[src/rtl/period_meter_pkg.sv]
// period_meter_pkg: shared state encoding for the period meter.
package period_meter_pkg;

    localparam int unsigned STATE_W = 2;

    typedef enum logic [STATE_W-1:0] {
        IDLE = 2'd0,
        ARM  = 2'd1,
        MEAS = 2'd2
    } state_t;

endpackage

[src/rtl/flag_edge_det.sv]
// flag_edge_det: registered rising-edge detector; pulse is one cycle after the 0->1 sample.
module flag_edge_det (
    input  logic sys_clk,
    input  logic sys_rst,
    input  logic level,
    output logic pulse
);

    logic level_prev;

    // Remember the previous level and flag a 0->1 transition one cycle later.
    always_ff @(posedge sys_clk or posedge sys_rst) begin
        if (sys_rst) begin
            level_prev <= 1'b0;
            pulse      <= 1'b0;
        end else begin
            level_prev <= level;
            pulse      <= level & ~level_prev;
        end
    end

endmodule

[src/rtl/period_meter.sv]
// period_meter: measures the interval between pulses on flag_in in sys_clk cycles.
// Build option PERIOD_METER_EDGE_DETECT_EN: flag_in is treated as a level and only its
// registered rising edges count as pulses, which delays every strobe by one cycle.
module period_meter
    import period_meter_pkg::*;
#(
    parameter int unsigned N          = 16,
    parameter int unsigned CONTINUOUS = 0
) (
    input  logic         sys_clk,
    input  logic         sys_rst,
    input  logic         flag_in,
    input  logic         start,
    output logic [N-1:0] period,
    output logic         period_valid,
    output logic         overflow,
    output logic         busy
);

    localparam logic [N-1:0] CNT_ONE = {{(N-1){1'b0}}, 1'b1};
    localparam logic [N-1:0] CNT_MAX = {N{1'b1}};

    state_t       state;
    logic [N-1:0] cnt;
    logic         pulse;

`ifdef PERIOD_METER_EDGE_DETECT_EN
    flag_edge_det u_edge_det (
        .sys_clk (sys_clk),
        .sys_rst (sys_rst),
        .level   (flag_in),
        .pulse   (pulse)
    );
`else
    assign pulse = flag_in;
`endif

    // Measurement FSM; all outputs registered, busy tracks the next state.
    always_ff @(posedge sys_clk or posedge sys_rst) begin
        if (sys_rst) begin
            state        <= IDLE;
            cnt          <= '0;
            period       <= '0;
            period_valid <= 1'b0;
            overflow     <= 1'b0;
            busy         <= 1'b0;
        end else begin
            period_valid <= 1'b0;
            overflow     <= 1'b0;
            case (state)
                IDLE: begin
                    if (start) begin
                        state <= ARM;
                        busy  <= 1'b1;
                    end
                end
                ARM: begin
                    if (pulse) begin
                        state <= MEAS;
                        cnt   <= CNT_ONE;
                    end
                end
                MEAS: begin
                    // A closing pulse takes priority over saturation on the same edge.
                    if (pulse) begin
                        period       <= cnt;
                        period_valid <= 1'b1;
                        if (CONTINUOUS != 0) begin
                            cnt <= CNT_ONE;
                        end else begin
                            state <= IDLE;
                            busy  <= 1'b0;
                        end
                    end else if (cnt == CNT_MAX) begin
                        period   <= cnt;
                        overflow <= 1'b1;
                        state    <= IDLE;
                        busy     <= 1'b0;
                    end else begin
                        cnt <= cnt + CNT_ONE;
                    end
                end
                default: begin
                    state <= IDLE;
                    busy  <= 1'b0;
                end
            endcase
        end
    end

endmodule

[config.mk]
export PLATFORM = sky130hd
export DESIGN_NAME = period_meter
export DESIGN_NICKNAME = d
export VERILOG_FILES = /design/src/rtl/period_meter_pkg.sv /design/src/rtl/flag_edge_det.sv /design/src/rtl/period_meter.sv
export SDC_FILE = /design/constraint.sdc
export NUM_CORES = 1
export LEC_CHECK = 0
export BUFFER_PORTS_ARGS = -buffer_cell sky130_fd_sc_hd__buf_2
export CORE_AREA = 10 10 72 74
export CTS_BUF_LIST = sky130_fd_sc_hd__clkbuf_16
export DETAILED_ROUTE_END_ITERATION = 10
export DIE_AREA = 0 0 82 84
export PLACE_DENSITY = 0.65
export SLEW_MARGIN = 30
export SYNTH_ARGS = -nofsm -noshare
export SYNTH_HDL_FRONTEND = slang
export SYNTH_SLANG_ARGS = --single-unit
[constraint.sdc]
create_clock -name sys_clk -period 3 [get_ports sys_clk]
set_input_delay 0.45 -clock sys_clk [delete_from_list [all_inputs] [get_ports sys_clk]]
set_output_delay 0.45 -clock sys_clk [all_outputs]
set_load 0.005 [all_outputs]
# Word level (Yosys, flattened, before mapping)

Index checks and enable logic that the tools add are counted.

$add $sub $neg: 1
Equality and inequality tests: 8
Multiplexer cells: 20
Bitwise operators: 1
Reductions and logical operators: 7

Operators with widths:

| cell                                                 | number |
|---|---|
| two-way mux 16 bit                                   | 5 |
| case mux 16 bit (2 select lines)                     | 1 |
| adder 16 x 1 -> 16 bit (second input constant)       | 1 |
| equality test 16 bit (second input constant)         | 1 |
| two-way mux 1 bit                                    | 8 |
| two-way mux 2 bit                                    | 4 |
| != test 2 bit (second input constant)                | 4 |
| case mux 2 bit (3 select lines)                      | 1 |
| AND reduction 3 bit                                  | 2 |
| AND reduction 4 bit                                  | 1 |
| nonzero test 2 bit                                   | 2 |
| != test 3 bit (second input constant)                | 1 |
| case mux 1 bit (3 select lines)                      | 1 |
| equality test 2 x 1 -> 1 bit (second input constant) | 1 |
| equality test 2 bit (second input constant)          | 1 |
| logical NOT 2 bit                                    | 1 |
| AND reduction 2 bit                                  | 1 |
| NOT 1 bit                                            | 1 |

Bits in registers: 37
Input port bits: 4
Output and inout port bits: 19
Word-level logic and storage cells: 43

# Logic depth before layout (Yosys ltp)

Depth after elaboration: 4
Mapped depth: 7
Depth with buffers taken out: 5

# Least setup slack after synthesis

No wires, ideal clock.

Path kind: register to register
Start point: register cnt[0]
End point: register period[0]
Setup time: 125 ps
Arrival: 1828 ps
Required time: 2875 ps
Slack: 1047 ps
Cell stages (with the launch flop): 8
Buffers on the path: 2
Period minus slack after synthesis: 1953 ps
Cells stage by stage: dfrtp_1 > ha_1 > nand4_1 > nor4_4 > o21a_1 > buf_6 > buf_8 > mux2_2

Longest elaborated chain between the ends: 3
Elaborated cells between the ends (all ways): 5
Those cells by class: eq/ne (1); mux (2); reduce/logical (2)

Ends and longest elaborated chain:

| what                                 | RTL line           | text |
|---|---|---|
| from (decl)                          | period_meter.sv:24 | `logic [N-1:0] cnt;` |
| from (signal assigned)               | period_meter.sv:80 | `cnt <= cnt + CNT_ONE;` |
| equality test 16 bit                 | period_meter.sv:74 | `end else if (cnt == CNT_MAX) begin` |
| nonzero test 2 bit (no source line)  | n/a                |  |
| AND reduction 2 bit (no source line) | n/a                |  |
| to (signal assigned)                 | period_meter.sv:66 | `period <= cnt;` |
| to (signal assigned)                 | period_meter.sv:75 | `period <= cnt;` |
| to (decl)                            | period_meter.sv:14 | `output logic [N-1:0] period,` |

Several ways; a longest one is shown, not always the timed one. The select of a mux whose other input is x is not followed.
A chain may end at the register's enable or synchronous reset.

# Final worst setup path

Ends and elaborated chain as after synthesis.

==> results.cfg <==
[synth]
ys_ff_latch = 37
synth_edf_count = 0
synthCells = 151
synth.area.mux_share_pct = 15.0
synthAdderAreaFrac_pct = 0.719
syn-cell-area_sq_um = 1740
yosys.area_share.xor_xnor_pct = 0
synth.distinct_cells = 35
post-synth-top-area-cell = dfrtp_1
synth.avg_cell_area_sq_um = 11.5
synth_top_family_by_area = simple AND/OR/NAND/NOR gates
ys_seq_area_share_pct = 53.2
synth_compound_area_share_pct = 7.70
async_flop_share_pct = 100
yosys_most_used_dff = dfrtp_1
synthSimpleGateAreaFrac_pct = 20.1
syn_nets = 156
synth_warnings = 0
yosys.area.top_type_share_pct = 53.2
synth_area_leaders = dfrtp_1, mux2_2, mux2i_1

[critical_path]
cp.depth = 6
crit_family = simple AND/OR/NAND/NOR gates
startpoint_type = flop
slowest_stage = dfrtp_1
max_stage_delay_ns = 0.42
rr_worst_depth = 6
required_ns = 3.16
criticalPathCategory = reg2reg
arrival_ns = 2.62
end_kind = flop
path_max_fanout = 9
crit_chain = ha_1, nand4_1, nor4_4, o21a_1, buf_4, mux2_2
critPathBufInv = 1

[job]
cap_viol_max_count = 0

[global_routing]
grt-ovfl-total = 0
met2_usage_pct = 18.2
first_global_vias = 1335
grt.busiest_layer = met2
grt_max_degree = 38
grt_usage_pct = 11.7
antenna_found_initial = 0
grt_use_met1_pct = 13.4
grtUsageMet3_pct = 5.17
grt_pass1_wl_mm = 6.33

[clock_tree]
postCtsHoldBufs = 0
cts.repair.resized = 0
cts.clk_slew.worst_paths_ns = 0.05
tritoncts = yes
post-cts-setup-buffer-count = 0
cts_htree_levels = 2
clock-sinks = 37
root_buffer = clkbuf_16
insertion_delay_ns = 0.28
cts_made_buffers = 5
cts.path.max_buffers = 2

[cells_and_area]
drive_gt1_share_pct = 31.5
antenna_cells = 0
final_common_cell = dfrtp_1
layout_common_cells = dfrtp_1, buf_2, nand2_1, mux2_2, nand4_1
stdcell_area_sq_um = 2020
utilization_pct = 52.4
n_fill_cell = 352
area_growth_syn_to_layout_pct = 16.3
nets = 182

[run_status]
status = completed

[timing]
slew_headroom_pct = 54.1
tightest_slew_ns = 0.681
rsz0062_at_grt = no
skew_ns = 0.00309
period_share_pct = 82.2
finalHoldViolations = 0
max_freq_mhz = 406
setup_viol = 0
tns_ns = 0
period_needed_ns = 2.47
drv_slew = 0
fin_hold_ws_ns = 0.262

[pwr]
total_leakage_power_uw = 0.000988
clkPwrFrac_pct = 36.0
irDropWorstVdd_uv = 408
pwr-share-seq_pct = 45.9
comb_power_share_pct = 18.1
swShare_pct = 27.5
powerDensity_nw_per_um2 = 659
switching_power_uw = 366
internal-power_uw = 966

[routing]
wirelength_mm = 3.64
drc = 0
drt-wirelength-per-cell_microns = 16.0
drt_iter0_drc = 89
drt_first_pass_iters = 4
num_vias = 1287
final_antenna_net_count = 0
viasPerCell = 5.64

[placed_design]
placed_area_sq_um = 1890
gp_congestion = 0.837
hpwlAfterDp_mm = 2.57
port_buffers = 22

[floorplanning]
start_util_pct = 45.1
io_pins = 23
die_h_microns = 84
core.rowCount = 23
die_w_microns = 82
die_area_sq_um = 6890
core-area_sq_um = 3860

[hold_path]
hp-class = in2async
## worst min-delay path, delay by kind of cell
kind / cells / cell delay (ns)
buffers and inverters: 3 / 0.52
## state kept, by name, indices dropped and copies added, names as in the netlist
register and flops:
period 16, cnt 16, state 2, overflow 1
period_valid 1, busy 1
## synth_stat cells, drive strengths merged (2+ instances only)
library cell	n
nor3	5
nor4	2
mux2i	7
nand2	17
o21a	2
or3	4
dfrtp	37
nand2b	2
inv	2
buf	3
a31oi	5
nand3	5
nand4	10
o21ai	3
a31o	2
mux2	17
a21oi	6
clkbuf	3
nor2	7
## layout make-up
class,count,area (sq um),share of cell area [%]
sequential,37,926,45.8
multi-input combinational,106,757,37.4
timing repair buffer,25,133,6.56
clock buffer,5,125,6.19
tap,50,62.6,3.09
clock inverter,3,11.3,0.557
inverter,2,7.51,0.371
## kinds of logic (layout without fill, tap and decap cells)
kind of cell,Yosys count,in the layout
DFF,37,37
buffers and inverters,8,35
adders and majority gates,1,1
and+or+nand+nor,60,60
AOI/OAI and AO/OA,21,21
muxes,24,24
## power by group through the flow
stage | combinational [uW] | sequential, uW | clock [uW]
2_1_floorplan | 173 | 612 | 0
3_3_place_gp | 241 | 615 | 0
3_5_place_dp | 247 | 620 | 0
4_1_cts | 247 | 612 | 486
5_1_grt | 271 | 620 | 518
6_report | 241 | 612 | 479
## metrics by stage
step	setup WS (ns)	cells	total power [uW]
finish	0.534	228	1330
global route	0.383	228	1410
CTS	0.536	228	1340
detailed placement	0.563	220	866
global placement	0.679	220	857
floorplan	1.05	151	785
## metal layers
metal / routed length [microns] / vias up
li1: - / 609
met2: 1820 / 39
met1: 1480 / 631
met4: 74 / 0
met5: 0 / -
met3: 267 / 8
## worst paths after layout
kind	slack (ns)	to	from
worst max-delay path	0.53	period[0]	cnt[0]
worst min-delay path	0.26	period[6]	sys_rst
worst max register to register	0.53	period[0]	cnt[0]
worst min register to register	0.50	period[8]	period[8]
max in group asynchronous	2.43	period[13]	sys_rst
min in group sys_clk	0.45	state[0]	start
Note: power is estimated with default switching activity, not from simulation.
